## config.mk

```make
export PLATFORM = sky130hd
export DESIGN_NAME = uart_tx_serializer
export DESIGN_NICKNAME = d
export VERILOG_FILES = /design/src/rtl/uart_tx_serializer.sv
export SDC_FILE = /design/constraint.sdc
export NUM_CORES = 1
export LEC_CHECK = 0
export CAP_MARGIN = 0
export CORE_ASPECT_RATIO = 2
export CORE_MARGIN = 10
export CORE_UTILIZATION = 25
export DETAILED_ROUTE_END_ITERATION = 16
export PLACE_DENSITY = 0.48
export SLEW_MARGIN = 15
export SYNTH_ARGS = -nofsm -noshare
export SYNTH_HDL_FRONTEND = slang
export SYNTH_SLANG_ARGS = --single-unit
```

## constraint.sdc

```tcl
create_clock -name clk -period 2.2 [get_ports clk]
set_input_delay 0.22 -clock clk [delete_from_list [all_inputs] [get_ports clk]]
set_output_delay 0.22 -clock clk [all_outputs]
set_load 0.02 [all_outputs]
```

## src/rtl/uart_tx_serializer.sv

```systemverilog
// ---------------------------------------------------------------------------
// uart_tx_serializer
//
// Serial UART transmitter. Accepts one byte when idle and sends it as an 8N1
// frame (start bit, 8 data bits LSB first, stop bit) on an idle-high line.
// Every output comes straight from a flop, so the line is glitch-free.
//
// Optional feature: define UART_TX_PARITY_EN to insert an even-parity bit
// between the data bits and the stop bit (8E1 frame).
//
// Parameters:
//   BAUD_DIV   clock cycles per serial bit (2..65535)
//
// Ports:
//   clk        system clock, rising edge
//   reset      asynchronous, active-high reset
//   tx_data    byte to send, sampled only on the accept cycle
//   tx_en      send request, acted on only while tx_status = 1
//   tx_status  1 = idle and ready to accept, 0 = frame in progress
//   uart_tx    serial line, idle high
// ---------------------------------------------------------------------------
//
// state    | meaning
// ---------+------------------------------------------------------------
// S_IDLE   | line high, ready; accept on tx_en
// S_START  | start bit (line low) for BAUD_DIV cycles
// S_DATA   | data bit shift_q[0] for BAUD_DIV cycles, 8 bits
// S_PARITY | even parity of the byte for BAUD_DIV cycles (parity build)
// S_STOP   | stop bit (line high) for BAUD_DIV cycles, then ready
//
module uart_tx_serializer #(
    parameter int BAUD_DIV = 5208
) (
    input  logic       clk,
    input  logic       reset,
    input  logic [7:0] tx_data,
    input  logic       tx_en,
    output logic       tx_status,
    output logic       uart_tx
);

    localparam int CNT_W = (BAUD_DIV > 1) ? $clog2(BAUD_DIV) : 1;
    localparam logic [CNT_W-1:0] BAUD_TC = CNT_W'(BAUD_DIV - 1);

    localparam logic [2:0] S_IDLE   = 3'd0;
    localparam logic [2:0] S_START  = 3'd1;
    localparam logic [2:0] S_DATA   = 3'd2;
    localparam logic [2:0] S_STOP   = 3'd3;
`ifdef UART_TX_PARITY_EN
    localparam logic [2:0] S_PARITY = 3'd4;
`endif

    logic [2:0]       state_q,    state_d;
    logic [CNT_W-1:0] baud_cnt_q, baud_cnt_d;
    logic [2:0]       bit_cnt_q,  bit_cnt_d;
    logic [7:0]       shift_q,    shift_d;
    logic             uart_tx_q,  uart_tx_d;
    logic             tx_status_q, tx_status_d;
`ifdef UART_TX_PARITY_EN
    logic             parity_q,   parity_d;
`endif

    logic baud_tc;

    assign baud_tc = (baud_cnt_q == BAUD_TC);

    // The line value is computed for the state being entered, so uart_tx
    // changes on the same edge as the state and stays registered.
    always_comb begin
        state_d     = state_q;
        baud_cnt_d  = baud_cnt_q;
        bit_cnt_d   = bit_cnt_q;
        shift_d     = shift_q;
        uart_tx_d   = uart_tx_q;
        tx_status_d = tx_status_q;
`ifdef UART_TX_PARITY_EN
        parity_d    = parity_q;
`endif

        case (state_q)
            S_IDLE: begin
                uart_tx_d   = 1'b1;
                tx_status_d = 1'b1;
                if (tx_en) begin
                    shift_d     = tx_data;
                    baud_cnt_d  = '0;
                    bit_cnt_d   = 3'd0;
                    state_d     = S_START;
                    uart_tx_d   = 1'b0;
                    tx_status_d = 1'b0;
`ifdef UART_TX_PARITY_EN
                    parity_d    = ^tx_data;
`endif
                end
            end

            S_START: begin
                if (baud_tc) begin
                    baud_cnt_d = '0;
                    state_d    = S_DATA;
                    uart_tx_d  = shift_q[0];
                end else begin
                    baud_cnt_d = baud_cnt_q + CNT_W'(1);
                end
            end

            S_DATA: begin
                if (baud_tc) begin
                    baud_cnt_d = '0;
                    shift_d    = {1'b0, shift_q[7:1]};
                    bit_cnt_d  = bit_cnt_q + 3'd1;
                    if (bit_cnt_q == 3'd7) begin
`ifdef UART_TX_PARITY_EN
                        state_d   = S_PARITY;
                        uart_tx_d = parity_q;
`else
                        state_d   = S_STOP;
                        uart_tx_d = 1'b1;
`endif
                    end else begin
                        // next bit is the one about to land in shift_q[0]
                        uart_tx_d = shift_q[1];
                    end
                end else begin
                    baud_cnt_d = baud_cnt_q + CNT_W'(1);
                end
            end

`ifdef UART_TX_PARITY_EN
            S_PARITY: begin
                if (baud_tc) begin
                    baud_cnt_d = '0;
                    state_d    = S_STOP;
                    uart_tx_d  = 1'b1;
                end else begin
                    baud_cnt_d = baud_cnt_q + CNT_W'(1);
                end
            end
`endif

            S_STOP: begin
                if (baud_tc) begin
                    baud_cnt_d  = '0;
                    state_d     = S_IDLE;
                    uart_tx_d   = 1'b1;
                    tx_status_d = 1'b1;
                end else begin
                    baud_cnt_d = baud_cnt_q + CNT_W'(1);
                end
            end

            default: begin
                state_d     = S_IDLE;
                baud_cnt_d  = '0;
                bit_cnt_d   = 3'd0;
                uart_tx_d   = 1'b1;
                tx_status_d = 1'b1;
            end
        endcase
    end

    always_ff @(posedge clk or posedge reset) begin
        if (reset) begin
            state_q     <= S_IDLE;
            baud_cnt_q  <= '0;
            bit_cnt_q   <= 3'd0;
            shift_q     <= 8'h00;
            uart_tx_q   <= 1'b1;
            tx_status_q <= 1'b1;
`ifdef UART_TX_PARITY_EN
            parity_q    <= 1'b0;
`endif
        end else begin
            state_q     <= state_d;
            baud_cnt_q  <= baud_cnt_d;
            bit_cnt_q   <= bit_cnt_d;
            shift_q     <= shift_d;
            uart_tx_q   <= uart_tx_d;
            tx_status_q <= tx_status_d;
`ifdef UART_TX_PARITY_EN
            parity_q    <= parity_d;
`endif
        end
    end

    assign uart_tx   = uart_tx_q;
    assign tx_status = tx_status_q;

endmodule

```

# After elaboration in Yosys (flattened, before gate mapping)

Cells that the tools add are included.
W data, S select, Z words.

Register bits after elaboration: 29
Output and inout port bits: 2

Multiplexer cells: 22
Bitwise operators: 2
Equal/unequal tests: 10
$add $sub $neg: 2
Reduce and logical (&&, ||, !) cells: 10

Operator list:

| operator                | number |
|---|---|
| $mux W13                | 2 |
| $pmux W13 S2            | 1 |
| $mux W3                 | 7 |
| $mux W8                 | 2 |
| $pmux W8 S2             | 1 |
| $add A13 B1 Y13 const B | 1 |
| $eq A13 B13 Y1 const B  | 1 |
| $pmux W3 S4             | 1 |
| $ne A2 B2 Y1 const B    | 5 |
| $pmux W3 S3             | 1 |
| $reduce_and A3 Y1       | 3 |
| $eq A3 B2 Y1 const B    | 2 |
| $mux W1                 | 5 |
| $reduce_and A5 Y1       | 1 |
| $pmux W1 S4             | 1 |
| $reduce_or A2 Y1        | 2 |
| $add A3 B1 Y3 const B   | 1 |
| $eq A3 B1 Y1 const B    | 1 |
| $eq A3 B3 Y1 const B    | 1 |
| $logic_not A3 Y1        | 1 |
| $pmux W1 S3             | 1 |
| $reduce_or A3 Y1        | 1 |
| $not A1 Y1              | 2 |
| $reduce_and A2 Y1       | 1 |
| $reduce_bool A2 Y1      | 1 |

# Logic depth before layout (Yosys ltp)

Gate-level depths: netlist (run 1).

Depth in word-level cells: 4
Gate-level depth with buffers: 7
Mapped depth without buffers: 6

# Worst setup path before layout (run 1)

OpenSTA, ideal clock, no wires.

Path type: register to register
From: reg state_q[0]
To: reg state_q[0]
Arrival: 1796 ps
Setup slack: 279 ps
Setup time: 125 ps
Cell stages (with the launch flop): 6
Required time: 2075 ps
Cells stage by stage: dfrtp_1 inv_1 ha_1 or3_1 a221oi_1 mux2_2

Longest elaborated chain between the ends: 3
Elaborated cells on any way between the ends: 11
Those cells by class: eq/ne: 8; mux: 1; reduce/logical: 2

RTL lines:

| item                                 | line | source |
|---|---|---|
| start, declared                      | 53   | `logic [2:0] state_q, state_d;` |
| start signal, assigned               | 174  | `state_q <= state_d;` |
| $eq A3 B2 Y1 (tied with other cells) | 80   | `case (state_q)` |
| $ne A2 B2 Y1 (no line)               | -    |  |
| $reduce_and A5 Y1 (no line)          | -    |  |

Several ways; a longest one is shown, not always the timed one.
A chain may end at the register's enable or synchronous reset.

# Worst setup path after layout (run 1)

From: reg baud_cnt_q[0]
To: reg shift_q[0]

Longest elaborated chain between the ends: 3

RTL lines:

| item                        | line | source |
|---|---|---|
| start, declared             | 54   | `logic [CNT_W-1:0] baud_cnt_q, baud_cnt_d;` |
| start signal, assigned      | 175  | `baud_cnt_q <= baud_cnt_d;` |
| $eq A13 B13 Y1              | 65   | `assign baud_tc = (baud_cnt_q == BAUD_TC);` |
| $ne A2 B2 Y1 (no line)      | -    |  |
| $reduce_and A3 Y1 (no line) | -    |  |
| end signal, assigned        | 177  | `shift_q <= shift_d;` |
| end, declared               | 56   | `logic [7:0] shift_q, shift_d;` |

Every way passes these cells.

==> results of run 1 <==
-- cell families after synthesis --
kind of cell / count (synthesis)
xor+xnor: 1
mux: 23
simple gates: 42
fa+ha+maj: 7
compound gates: 29
flops: 28
buf+inv: 15
-- per-layer routing --
metal / global-route usage / vias up / share of wire / wire length (um)
met5: 0 / - / 0 / 0
li1: - / 559 / - / -
met4: 0.0405 / 0 / 0.024 / 84
met1: 0.0697 / 575 / 0.38 / 1310
met2: 0.145 / 14 / 0.58 / 2000
met3: 0.0102 / 5 / 0.018 / 62
-- report_power, final --
group | internal, uW | leakage, uW | switching, uW
combinational | 585 | 0.000422 | 521
sequential | 692 | 0.000355 | 121
clock | 249 | 0.0000382 | 178
total | 1530 | 0.000815 | 820
-- layout make-up --
cell class                 count  area (sq um)  share of cell area
timing repair buffer          18           165              0.0863
inverter                       8          30.0              0.0157
tap                           86           108              0.0562
clock buffer                   4          78.8              0.0412
sequential                    28           703               0.367
multi-input combinational    102           830               0.433
-- through the flow --
step,std cells,instance area (sq um),setup slack [ps],utilization
3_5_place_dp,242,1840,145,0.293
3_3_place_gp,242,1840,168,0.293
2_1_floorplan,145,1590,279,-
4_1_cts,246,1910,143,0.306
6_report,246,1910,168,0.306
5_1_grt,246,1910,98.8,0.306
-- path summary, 6_finish.rpt --
path | endpoint | cells after the start
worst max-delay path | shift_q[0] | 5
worst min-delay path | baud_cnt_q[6] | 3
worst min register to register | shift_q[3] | 1
worst max register to register | shift_q[0] | 5
max in group asynchronous | tx_status | 3
min in group clk | shift_q[3] | 1
-- layout by cell type, fill, tap and decap left out, drive strengths merged --
master         instances
and2b                  2
dfstp                  2
o22ai                  2
a221oi                 1
mux2i                  2
a31oi                  2
nand3                  9
a21o                   4
nand3b                 1
xnor2                  1
o21ai                  6
nor3                   2
a2111o                 1
and4bb                 2
mux2                  21
clkbuf                 4
o211ai                 1
nand2                  9
and3                   2
a211oi                 1
nor4                   1
a22o                   3
nand2b                 1
and2                   1
dfrtp                 26
clkdlybuf4s50         12
and4                   3
a21oi                  7
buf                    6
a311oi                 1
inv                    8
nor2                   3
or3                    3
ha                     7
nand4                  3
-- tightest hold or removal path, stage by stage --
cell and delay, ps:
clkdlybuf4s50_1 390, inv_1 50, buf_4 330
-- flip-flops by register name (all words and copies together), names as in the netlist --
register	count
bit_cnt_q	3
baud_cnt_q	13
shift_q	8
tx_status	1
state_q	2
uart_tx	1
==> qor.csv, run 1 <==
metric;value;unit
critPathLaunch;baud_cnt_q[0];
core;6260;sq um
clkLatencyLatePin;270;ps
cp_cell_sequence;ha_1 -> and4_2 -> nand3_4 -> a211oi_4 -> mux2_2;
cts_tree;done;
synth_compound_area_frac;0.127;
tightest_slew;459;ps
io_buffers;12;
synth-edff-count;0;
finalSetupViolations;0;
yosys.area.top_type_share;0.409;
hold_slack;314;ps
status;finished, final reports clean;
critPathTopFamily;compound AO/OA/AOI/OAI gates;
critPathSlowestCell;a211oi_4;
cts-hold-fix-buffers;0;
grt_pass1_wl;6040;um
cts_buffers;3;
cts_sinks;28;
cp_data_arrival_time;2190;ps
start_util;0.254;
grt-ovfl-total;0;
postCtsSetupBuffers;0;
worst-path-max-fanout;8;
die_height;133;um
drtIter0Drc;64;
num_antenna_cells;0;
path_class;flop to flop;
synthAdderAreaFrac;0.0550;
gp_congestion;0.762;
fin_crit_sh;0.924;
r2r_slack;170;ps
fp.dieArea;10200;sq um
synth.avg_cell_area;11.0;sq um
p_leak;0.000815;uW
timing.critical_path.buf_inv;0;
drt-pass1-iter-count;3;
start_kind;flop;
ios;13;
syn_area;1590;sq um
synth_common_cells;dfrtp_1 (26), mux2_2 (21), nand2_1 (9);
nFillCells;692;
synth_xor_area_frac;0.00550;
ys.flop_type;dfrtp_1;
grt_max_degree;29;
cts.path.max_buffers;2;
wl_per_cell;14.1;um
area_growth;20.3;%
final_layout_size_suffix_gt1_frac;0.250;
ys_ff_latch;28;
grt_pass1_vias;1257;
dpl.hpwl;2770;um
clock.fmax;492;MHz
synth_simple_gate_area_share;0.172;
endpoint_kind;flop;
wl;3460;um
muxShareOfSynthArea;0.161;
cellPowerDensity;1230;nW/um^2
yosysTopAreaCell;dfrtp_1;
synthTopCellsByArea;dfrtp_1 (41%), mux2_2 (15%), ha_1 (5.5%), dfstp_2 (3.3%), nand3_1 (2.5%);
syn_nets;163;
r2r-start;baud_cnt_q[0];
fin_worst_skew;2.21;ps
grt_usage;0.0739;
hp-class;primary input to async pin;
num_rows;41;
ys_async_sr_fraction;1.00;
slew_headroom;0.693;
critPathRequiredTime;2350;ps
drtAntennaViolNets;0;
root_buffer;clkbuf_16;
synth_cell_types;36;
timing.setup.tns;0;ps
htreeDepth;1;
slew_violations;0;
rsz0062_at_grt;false;
fin_nets;179;
antenna_found_initial;0;
synth_top_family_by_area;simple AND/OR/NAND/NOR gates;
netlist_instances;145;
cpPeakStageDelay;500;ps
drcViolationCount;0;
die_w;76.4;um
fin_crit;2030;ps
synthMostInstantiatedCell;dfrtp_1;
ys_seq_area_frac;0.442;
ir_drop;0.326;mV
cts_resized;0;
finalPower;2350;uW
drv_cap;0;
path_clk_slew;70;ps
hold_viol;0;
vias;1153;
synth_warnings;0;
vias_per_cell;4.69;
Note: power is estimated with default switching activity, not from simulation.
==> run 2: changes to the inputs <==
Settings changed: SLEW_MARGIN 15 to 30.
==> results of run 2 <==
Final layout, timing and power as in run 1 (identical DEF).
==> run 3: changes to the inputs <==
Settings changed: CAP_MARGIN 0 to unset.
==> results of run 3 <==
Final layout, timing and power as in run 1 (identical DEF).
